==> config.mk <==
export PLATFORM = sky130hd
export DESIGN_NAME = distance_table_flat
export DESIGN_NICKNAME = d
export VERILOG_FILES = /design/src/rtl/distance_table_if.sv /design/src/rtl/distance_table.sv /design/src/flat_wrapper.sv
export SDC_FILE = /design/constraint.sdc
export NUM_CORES = 1
export LEC_CHECK = 0
export BUFFER_PORTS_ARGS = -buffer_cell sky130_fd_sc_hd__clkbuf_2
export CORE_ASPECT_RATIO = 0.5
export CORE_MARGIN = 3
export CORE_UTILIZATION = 62
export CTS_BUF_LIST = sky130_fd_sc_hd__clkbuf_16
export DETAILED_ROUTE_END_ITERATION = 7
export HOLD_SLACK_MARGIN = 0.06
export PLACE_DENSITY = 0.8
export SLEW_MARGIN = 20
export SYNTH_ARGS = -nofsm -noshare
export SYNTH_HDL_FRONTEND = slang
export SYNTH_SLANG_ARGS = --single-unit
==> constraint.sdc <==
create_clock -name clock -period 5.52 [get_ports clock]
set_clock_uncertainty 0.2 [all_clocks]
set_input_delay 0.276 -clock clock [delete_from_list [all_inputs] [get_ports clock]]
set_output_delay 0.276 -clock clock [all_outputs]
set_load 0.03 [all_outputs]
==> src/rtl/distance_table_if.sv <==
// Command and response bus of the distance table.
// The master side issues table commands and search requests; the slave side
// returns read data, relax acknowledgements and minimum-search results.
interface distance_table_if #(
  parameter int INDEX_WIDTH = 4,
  parameter int VALUE_WIDTH = 8
);
  logic                   get_en;
  logic                   set_en;
  logic                   relax_en;
  logic                   visit_en;
  logic [INDEX_WIDTH-1:0] index;
  logic [VALUE_WIDTH-1:0] wr_value;
  logic                   find_start;

  logic [VALUE_WIDTH-1:0] rd_value;
  logic                   rd_valid;
  logic                   relax_updated;
  logic                   min_busy;
  logic                   min_done;
  logic                   min_found;
  logic [INDEX_WIDTH-1:0] min_index;
  logic [VALUE_WIDTH-1:0] min_value;
  logic                   all_visited;

  modport master (
    output get_en, set_en, relax_en, visit_en, index, wr_value, find_start,
    input  rd_value, rd_valid, relax_updated, min_busy, min_done, min_found,
           min_index, min_value, all_visited
  );

  modport slave (
    input  get_en, set_en, relax_en, visit_en, index, wr_value, find_start,
    output rd_value, rd_valid, relax_updated, min_busy, min_done, min_found,
           min_index, min_value, all_visited
  );
endinterface

==> src/rtl/distance_table.sv <==
// Distance table for shortest-path engines.
// Holds one distance and one visited flag per node, supports read, write,
// relax (store only if strictly smaller) and visit commands, and runs a
// sequential scan that finds the unvisited node with the smallest distance.
module distance_table #(
  parameter int MAX_NODES   = 16,
  parameter int INDEX_WIDTH = 4,
  parameter int VALUE_WIDTH = 8
) (
  input  logic                   clock,
  input  logic                   reset,
  input  logic [INDEX_WIDTH-1:0] src_index_i,
  distance_table_if.slave        bus
);

  localparam logic [VALUE_WIDTH-1:0] INFINITY = '1;

  typedef enum logic [1:0] {
    IDLE,
    SCAN,
    DONE
  } state_t;

  logic [VALUE_WIDTH-1:0] table_q [MAX_NODES];
  logic [MAX_NODES-1:0]   visited_q;

  state_t                 state_q;
  logic [INDEX_WIDTH-1:0] scanPtr_q;
  logic [VALUE_WIDTH-1:0] bestValue_q;
  logic [INDEX_WIDTH-1:0] bestIndex_q;
  logic                   bestFound_q;
  logic [VALUE_WIDTH-1:0] bestValue_d;
  logic [INDEX_WIDTH-1:0] bestIndex_d;
  logic                   bestFound_d;

  logic [VALUE_WIDTH-1:0] rdValue_q;
  logic                   rdValid_q;
  logic                   relaxUpdated_q;
  logic                   minBusy_q;
  logic                   minDone_q;
  logic                   minFound_q;
  logic [INDEX_WIDTH-1:0] minIndex_q;
  logic [VALUE_WIDTH-1:0] minValue_q;

  logic                   indexInRange;
  logic [VALUE_WIDTH-1:0] storedValue;
  logic                   cmdAllowed;
  logic                   doSet;
  logic                   doRelax;
  logic                   doVisit;
  logic                   lastEntry;

  assign indexInRange = 32'(bus.index) < 32'(MAX_NODES);
  assign storedValue  = indexInRange ? table_q[bus.index] : INFINITY;
  assign cmdAllowed   = (state_q == IDLE);
  assign lastEntry    = 32'(scanPtr_q) == 32'(MAX_NODES - 1);

  // Resolve command priority: set beats relax beats visit, all blocked while searching
  always_comb begin
    doSet   = 1'b0;
    doRelax = 1'b0;
    doVisit = 1'b0;
    if (cmdAllowed && indexInRange) begin
      if (bus.set_en) begin
        doSet = 1'b1;
      end else if (bus.relax_en) begin
        doRelax = (bus.wr_value < storedValue);
      end else if (bus.visit_en) begin
        doVisit = 1'b1;
      end
    end
  end

  // Distance entries and visited flags; reset seeds the source node with zero
  always_ff @(posedge clock) begin
    if (reset) begin
      for (int i = 0; i < MAX_NODES; i++) begin
        table_q[i] <= (int'(src_index_i) == i) ? '0 : INFINITY;
      end
      visited_q <= '0;
    end else begin
      if (doSet || doRelax) begin
        table_q[bus.index] <= bus.wr_value;
      end
      if (doVisit) begin
        visited_q[bus.index] <= 1'b1;
      end
    end
  end

  // Read port and relax acknowledge, both one cycle after the request
  always_ff @(posedge clock) begin
    if (reset) begin
      rdValue_q      <= '0;
      rdValid_q      <= 1'b0;
      relaxUpdated_q <= 1'b0;
    end else begin
      rdValid_q      <= bus.get_en;
      relaxUpdated_q <= doRelax;
      if (bus.get_en) begin
        rdValue_q <= storedValue;
      end
    end
  end

  // Candidate evaluation for the entry under the scan pointer
  always_comb begin
    bestValue_d = bestValue_q;
    bestIndex_d = bestIndex_q;
    bestFound_d = bestFound_q;
    if (!visited_q[scanPtr_q] && (table_q[scanPtr_q] < bestValue_q)) begin
      bestValue_d = table_q[scanPtr_q];
      bestIndex_d = scanPtr_q;
      bestFound_d = 1'b1;
    end
  end

  // Minimum-search FSM, one entry per cycle, results held until the next search ends
  always_ff @(posedge clock) begin
    if (reset) begin
      state_q     <= IDLE;
      scanPtr_q   <= '0;
      bestValue_q <= INFINITY;
      bestIndex_q <= '0;
      bestFound_q <= 1'b0;
      minBusy_q   <= 1'b0;
      minDone_q   <= 1'b0;
      minFound_q  <= 1'b0;
      minIndex_q  <= '0;
      minValue_q  <= INFINITY;
    end else begin
      case (state_q)
        IDLE: begin
          minDone_q <= 1'b0;
          if (bus.find_start) begin
            state_q     <= SCAN;
            scanPtr_q   <= '0;
            bestValue_q <= INFINITY;
            bestIndex_q <= '0;
            bestFound_q <= 1'b0;
            minBusy_q   <= 1'b1;
          end
        end
        SCAN: begin
          bestValue_q <= bestValue_d;
          bestIndex_q <= bestIndex_d;
          bestFound_q <= bestFound_d;
          if (lastEntry) begin
            state_q    <= DONE;
            minDone_q  <= 1'b1;
            minFound_q <= bestFound_d;
            minIndex_q <= bestFound_d ? bestIndex_d : '0;
            minValue_q <= bestValue_d;
          end else begin
            scanPtr_q <= scanPtr_q + 1'b1;
          end
        end
        DONE: begin
          state_q   <= IDLE;
          minDone_q <= 1'b0;
          minBusy_q <= 1'b0;
        end
        default: begin
          state_q   <= IDLE;
          minBusy_q <= 1'b0;
          minDone_q <= 1'b0;
        end
      endcase
    end
  end

  assign bus.rd_value      = rdValue_q;
  assign bus.rd_valid      = rdValid_q;
  assign bus.relax_updated = relaxUpdated_q;
  assign bus.min_busy      = minBusy_q;
  assign bus.min_done      = minDone_q;
  assign bus.min_found     = minFound_q;
  assign bus.min_index     = minIndex_q;
  assign bus.min_value     = minValue_q;
  assign bus.all_visited   = &visited_q;

endmodule

==> src/flat_wrapper.sv <==
// flat-port wrapper written by rule: the top's interface ports become plain ports
module distance_table_flat 
#(
  parameter int MAX_NODES   = 16,
  parameter int INDEX_WIDTH = 4,
  parameter int VALUE_WIDTH = 8
)
  (clock, reset, src_index_i, bus_get_en, bus_set_en, bus_relax_en, bus_visit_en, bus_index, bus_wr_value, bus_find_start, bus_rd_value, bus_rd_valid, bus_relax_updated, bus_min_busy, bus_min_done, bus_min_found, bus_min_index, bus_min_value, bus_all_visited);
  distance_table_if #(.INDEX_WIDTH(INDEX_WIDTH), .VALUE_WIDTH(VALUE_WIDTH)) bus_i ();
  input  logic clock;
  input  logic reset;
  input  logic [INDEX_WIDTH-1:0] src_index_i;
  input wire logic [$bits(bus_i.get_en)-1:0] bus_get_en;
  input wire logic [$bits(bus_i.set_en)-1:0] bus_set_en;
  input wire logic [$bits(bus_i.relax_en)-1:0] bus_relax_en;
  input wire logic [$bits(bus_i.visit_en)-1:0] bus_visit_en;
  input wire logic [$bits(bus_i.index)-1:0] bus_index;
  input wire logic [$bits(bus_i.wr_value)-1:0] bus_wr_value;
  input wire logic [$bits(bus_i.find_start)-1:0] bus_find_start;
  output wire logic [$bits(bus_i.rd_value)-1:0] bus_rd_value;
  output wire logic [$bits(bus_i.rd_valid)-1:0] bus_rd_valid;
  output wire logic [$bits(bus_i.relax_updated)-1:0] bus_relax_updated;
  output wire logic [$bits(bus_i.min_busy)-1:0] bus_min_busy;
  output wire logic [$bits(bus_i.min_done)-1:0] bus_min_done;
  output wire logic [$bits(bus_i.min_found)-1:0] bus_min_found;
  output wire logic [$bits(bus_i.min_index)-1:0] bus_min_index;
  output wire logic [$bits(bus_i.min_value)-1:0] bus_min_value;
  output wire logic [$bits(bus_i.all_visited)-1:0] bus_all_visited;
  assign bus_i.get_en = bus_get_en;
  assign bus_i.set_en = bus_set_en;
  assign bus_i.relax_en = bus_relax_en;
  assign bus_i.visit_en = bus_visit_en;
  assign bus_i.index = bus_index;
  assign bus_i.wr_value = bus_wr_value;
  assign bus_i.find_start = bus_find_start;
  assign bus_rd_value = bus_i.rd_value;
  assign bus_rd_valid = bus_i.rd_valid;
  assign bus_relax_updated = bus_i.relax_updated;
  assign bus_min_busy = bus_i.min_busy;
  assign bus_min_done = bus_i.min_done;
  assign bus_min_found = bus_i.min_found;
  assign bus_min_index = bus_i.min_index;
  assign bus_min_value = bus_i.min_value;
  assign bus_all_visited = bus_i.all_visited;
  distance_table #(.MAX_NODES(MAX_NODES), .INDEX_WIDTH(INDEX_WIDTH), .VALUE_WIDTH(VALUE_WIDTH)) u_core (.clock(clock), .reset(reset), .src_index_i(src_index_i), .bus(bus_i));
endmodule
# Yosys cells after proc, flatten, opt, wreduce, memory -nomap -nowiden

Memories as Yosys holds them, arrays and structs flattened. A register that Yosys moved wholly into a read port is not among the register bits.
Cells that the tools add are included.

Register bits after elaboration: 60
Bits in writable memories: 128
Input port bits: 23
Memories: 1
Output and inout port bits: 26
Logic and storage cells: 114

Memory list:

| memory         | depth | width | rd ports | clocked after memory_dff | wr ports | RTL line             | RTL |
|---|---|---|---|---|---|---|---|
| u_core.table_q | 16    | 8     | 2        | 1                        | 16       | distance_table.sv:24 | `logic [VALUE_WIDTH-1:0] table_q [MAX_NODES];` |

Reductions and logical operators: 15
Add/sub/neg operators: 1
Multiplexer cells: 56
Equal/unequal tests: 20
Bitwise operators: 2
Magnitude comparators: 5

Operator list:

| cell                  | count |
|---|---|
| $mux W8               | 19 |
| $eq A4 B4 Y1 const B  | 9 |
| $mux W4               | 7 |
| $mux W1               | 20 |
| $eq A4 B3 Y1 const B  | 4 |
| $lt A8 B8 Y1          | 2 |
| $or A16 B16 Y16       | 1 |
| $pmux W4 S2           | 2 |
| $pmux W8 S2           | 1 |
| $reduce_and A16 Y1    | 1 |
| $lt A4 B5 Y1 const B  | 2 |
| $eq A4 B2 Y1 const B  | 2 |
| $reduce_and A2 Y1     | 4 |
| $reduce_or A8 Y1      | 1 |
| $add A4 B1 Y4 const B | 1 |
| $bmux W1 S4           | 1 |
| $demux W1 S4          | 1 |
| $eq A4 B1 Y1 const B  | 1 |
| $ge A4 B1 Y1 const B  | 1 |
| $logic_not A4 Y1      | 1 |
| $mux W2               | 2 |
| $ne A2 B2 Y1 const B  | 2 |
| $pmux W1 S2           | 2 |
| $pmux W2 S2           | 1 |
| 10 further kinds      | 11 |

# Depth between registers and ports, before layout

An unclocked memory read counts as a cell.

Word-level depth: 11
Gate-level depth with buffers: 13

# Worst setup path before layout

No wires, ideal clock.

Path kind: input to register
Start point: input port bus_index[0]
End point: memory u_core.table_q[1][0] (enable)
Slack: 0.929 ns
Required time: 4.945 ns
Setup time: 0.375 ns
Stages: 13
Buffers on the path: 4
Data arrival time: 4.016 ns
Path through: buf_6 -> buf_1 -> mux4_2 -> mux4_2 -> inv_1 -> ha_1 -> a21o_1 -> a21o_1 -> a221oi_4 -> o21ai_4 -> buf_6 -> buf_2 -> o21bai_1

RTL lines:

| what               | RTL line             | RTL |
|---|---|---|
| start: declaration | flat_wrapper.sv:17   | `input wire logic [$bits(bus_i.index)-1:0] bus_index;` |
| end: declaration   | distance_table.sv:24 |  |

==> reports/qor.txt <==
outcome: completed
global-route wire length before repair: 44800 um
most frequent cells in the layout: sky130_fd_sc_hd__o31a_1 (128), sky130_fd_sc_hd__edfxtp_1 (128), sky130_fd_sc_hd__mux4_2 (81)
Reg2Reg Depth: 10
clock-pin transition on the worst setup and hold timing paths: 70 ps
total number of placement rows: 33
Post-Synth Simple-Gate Area: 0.0804
initial cell density of the core: 0.642
pin count of the biggest net entering global routing: 66
number of maximum-capacitance violations: 0
Post-Syn Instances: 815
vias per inst: 7.50
final period demand of the worst path: 4780 ps
Port Buffers: 48
LEAKAGE: 0.00398 uW
total of endpoints with negative setup slack in the final report: 0
vertical die dimension: 98.8 um
part of the Yosys area used for sequential elements: 0.479
Slew Viols, Final: 0
Synth-to-Final Area Change: 7.95%
Tightest Pin Transition: 1170 ps
WL final: 29700 um
DRC violation total after the first TritonRoute iteration: 1197
Final Hold Fails: 0
via count: 7920
die area: 18900 sq um
post-CTS setup repair buffer count: 0
ys flop type: sky130_fd_sc_hd__edfxtp_1
number of different library cells in the post-synthesis netlist: 48
number of antenna-violating nets in the routed design: 0
vias in the first global route: 7385
Remaining Overflow, GRT: 0
Ports: 49
minimum setup slack among reg-to-reg paths: 740 ps
PwrDens: 292 nW/um^2
Critical R2R Capture: u_core.bestValue_q[7]
setup tns final: 0 ps
setup repair after global routing missed its margin: no
area of the core region: 16600 sq um
endpoint class of the critical path: flop
flop and latch count out of synthesis: 192
CP max FO: 25
global-route usage over all layers: 0.322
max frequency: 209 MHz
Inserted Clock Buffers: 17
startpoint type of the worst setup path: flop
Critical Path, Cell by Cell: buf_4 > mux4_2 > mux4_2 > ha_1 > a211oi_1 > nand2b_1 > a211oi_1 > a21o_1 > a2111oi_0 > nor3_1
fraction of the mapped netlist area in compound gates: 0.186
combinational family with the most area after synthesis: compound AO/OA/AOI/OAI gates
adder-cell share of the synthesized area: 0.0176
H-tree depth: 4
Data required, critical path: 5680 ps
HPWL Detailed: 19900 um
layout cell share with drive strength beyond 1: 0.255
Peak supply drop: 0.188 mV
final weighted congestion in routability-driven placement: 1.00
number of nets in the synthesized netlist: 853
synthesized area divided by synthesized cell count: 13.1 sq um
antenna violations before repair: 1
maximum number of buffers from clock root to sink: 2
clk root buf: sky130_fd_sc_hd__clkbuf_16
warnings from Yosys: 0
router iterations before antenna repair: 5
Avg WL per Cell: 28.2 um
EDFF count, synth: 128
cell area after synthesis: 10700 sq um
share of async-settable or async-resettable flops after synthesis: 0
XOR/XNOR Fraction of Synth Area: 0.00164
Critical Path Slowest Stage Cell: sky130_fd_sc_hd__dfxtp_2
CTS tree: yes
Clock Latency Late Sink: 440 ps
final core utilization: 0.693
worst endpoint data arrival time: 4940 ps
clock net sink count: 192
worst stage delay on the critical path: 840 ps
worst relative slew slack: 0.217
Worst Hold Class: in2reg
drt drc: 0
final clock period utilization by the worst path: 0.867
crit path to: u_core.bestValue_q[7]
horizontal die dimension: 192 um
path type of the worst setup path: reg2reg
count of nets after finishing: 853
mux contribution to synthesized area: 0.186
## worst min path at each step
stage                            startpoint                      end  slack [ps]  cells after the start
floorplan              u_core.visited_q[10]     u_core.visited_q[10]         250                      2
finish                           bus_get_en      u_core.bus.rd_valid          90                      2
CTS                              bus_get_en      u_core.bus.rd_valid          70                      2
global route                     bus_get_en      u_core.bus.rd_valid         100                      2
detailed placement  u_core.bus.min_index[2]  u_core.bus.min_index[2]         250                      1
global placement    u_core.bus.min_index[3]  u_core.bus.min_index[3]         230                      1
## power by group
group / switching, uW / internal, uW
Sequential: 79.0 / 1630
Combinational: 293 / 205
Clock: 544 / 623
Total: 915 / 2450
## registers in the layout, summed over array words and instances (netlist names), 2 cells and up, named ones only
register / flops
u_core.bestIndex_q: 4
u_core.state_q: 2
u_core.table_q: 128
u_core.visited_q: 16
u_core.scanPtr_q: 4
u_core.bus.min_index: 4
u_core.bestValue_q: 8
u_core.bus.min_value: 8
u_core.bus.rd_value: 8
## synthesized netlist by cell type (4+ instances only)
master	n	area, sq um
sky130_fd_sc_hd__nor2b_1	10	62.6
sky130_fd_sc_hd__nand2_1	18	67.6
sky130_fd_sc_hd__o31a_1	128	1120
sky130_fd_sc_hd__o2111ai_2	6	90.1
sky130_fd_sc_hd__o21bai_1	17	128
sky130_fd_sc_hd__o21ai_4	5	81.3
sky130_fd_sc_hd__nand3_1	4	20.0
sky130_fd_sc_hd__buf_2	12	60.1
sky130_fd_sc_hd__nor3b_1	19	143
sky130_fd_sc_hd__nand2b_1	4	25.0
sky130_fd_sc_hd__a21oi_1	26	130
sky130_fd_sc_hd__buf_1	15	56.3
sky130_fd_sc_hd__o21ai_0	10	50.1
sky130_fd_sc_hd__nand4_1	9	56.3
sky130_fd_sc_hd__dfxtp_1	64	1280
sky130_fd_sc_hd__buf_6	9	101
sky130_fd_sc_hd__nor3_1	35	175
sky130_fd_sc_hd__buf_4	5	37.5
sky130_fd_sc_hd__o211ai_2	6	75.1
sky130_fd_sc_hd__ha_1	15	188
sky130_fd_sc_hd__a2111oi_0	8	70.1
sky130_fd_sc_hd__nor4_1	8	50.1
sky130_fd_sc_hd__inv_1	17	63.8
sky130_fd_sc_hd__mux4_2	81	1820
sky130_fd_sc_hd__a21o_1	6	45.0
sky130_fd_sc_hd__clkbuf_1	53	199
sky130_fd_sc_hd__edfxtp_1	128	3840
sky130_fd_sc_hd__nor2_1	50	188
sky130_fd_sc_hd__mux2i_1	15	150
sky130_fd_sc_hd__a31oi_1	4	25.0
## routing by layer
layer  up-vias  share of wire  track usage
met5         -              0            0
met3        85           0.16        0.117
met4         0          0.034        0.122
li1       3301              -            -
met1      3863           0.37        0.451
met2       671           0.43        0.462
## cells by family (layout without fill, tap and decap cells)
kind of cell,after synthesis,count (layout)
simple gates,166,166
flops,192,192
compound gates,231,231
mux,97,97
fa+ha+maj,15,15
xor+xnor,2,2
other cells,0,1
buf+inv,112,125
## worst max-delay path: cells and delay by family, from the launching register on
kind	cells	cell delay (ps)
AOI/OAI and AO/OA	4	1590
adders and majority gates	1	250
buffers and inverters	1	320
DFF	1	840
muxes	2	1120
and+or+nand+nor	2	360
## per-stage QoR
stage / std cells / power (uW) / cell area [sq um] / worst slack [ps] / hold slack, ps
after global routing: 1055 / 3460 / 11500 / 445 / 95.6
after CTS: 1055 / 3350 / 11500 / 778 / 69.7
after floorplan: 815 / 2040 / 10700 / 929 / 253
after global placement: 1022 / 2200 / 11000 / 879 / 235
final: 1056 / 3370 / 11500 / 736 / 85.6
after detailed placement: 1022 / 2210 / 11000 / 807 / 250
## repair_timing
item | CTS | global route
gates resized for setup | 0 | 0
hold endpoints to repair | 5 | 0
hold buffers | 1 | 0
## area by class of cell
| cell class | count | area (sq um) |
|---|---|---|
| flip-flops and latches | 192 | 5130 |
| fillers | 1080 | 5100 |
| multi-input cells | 511 | 5040 |
| clock buffers | 19 | 475 |
| repair buffers | 75 | 470 |
| well taps | 227 | 284 |
| clock inverters | 13 | 67.6 |
| inverters | 18 | 67.6 |
| diodes | 1 | 2.50 |
No activity file was read; power rests on OpenSTA's default activity.
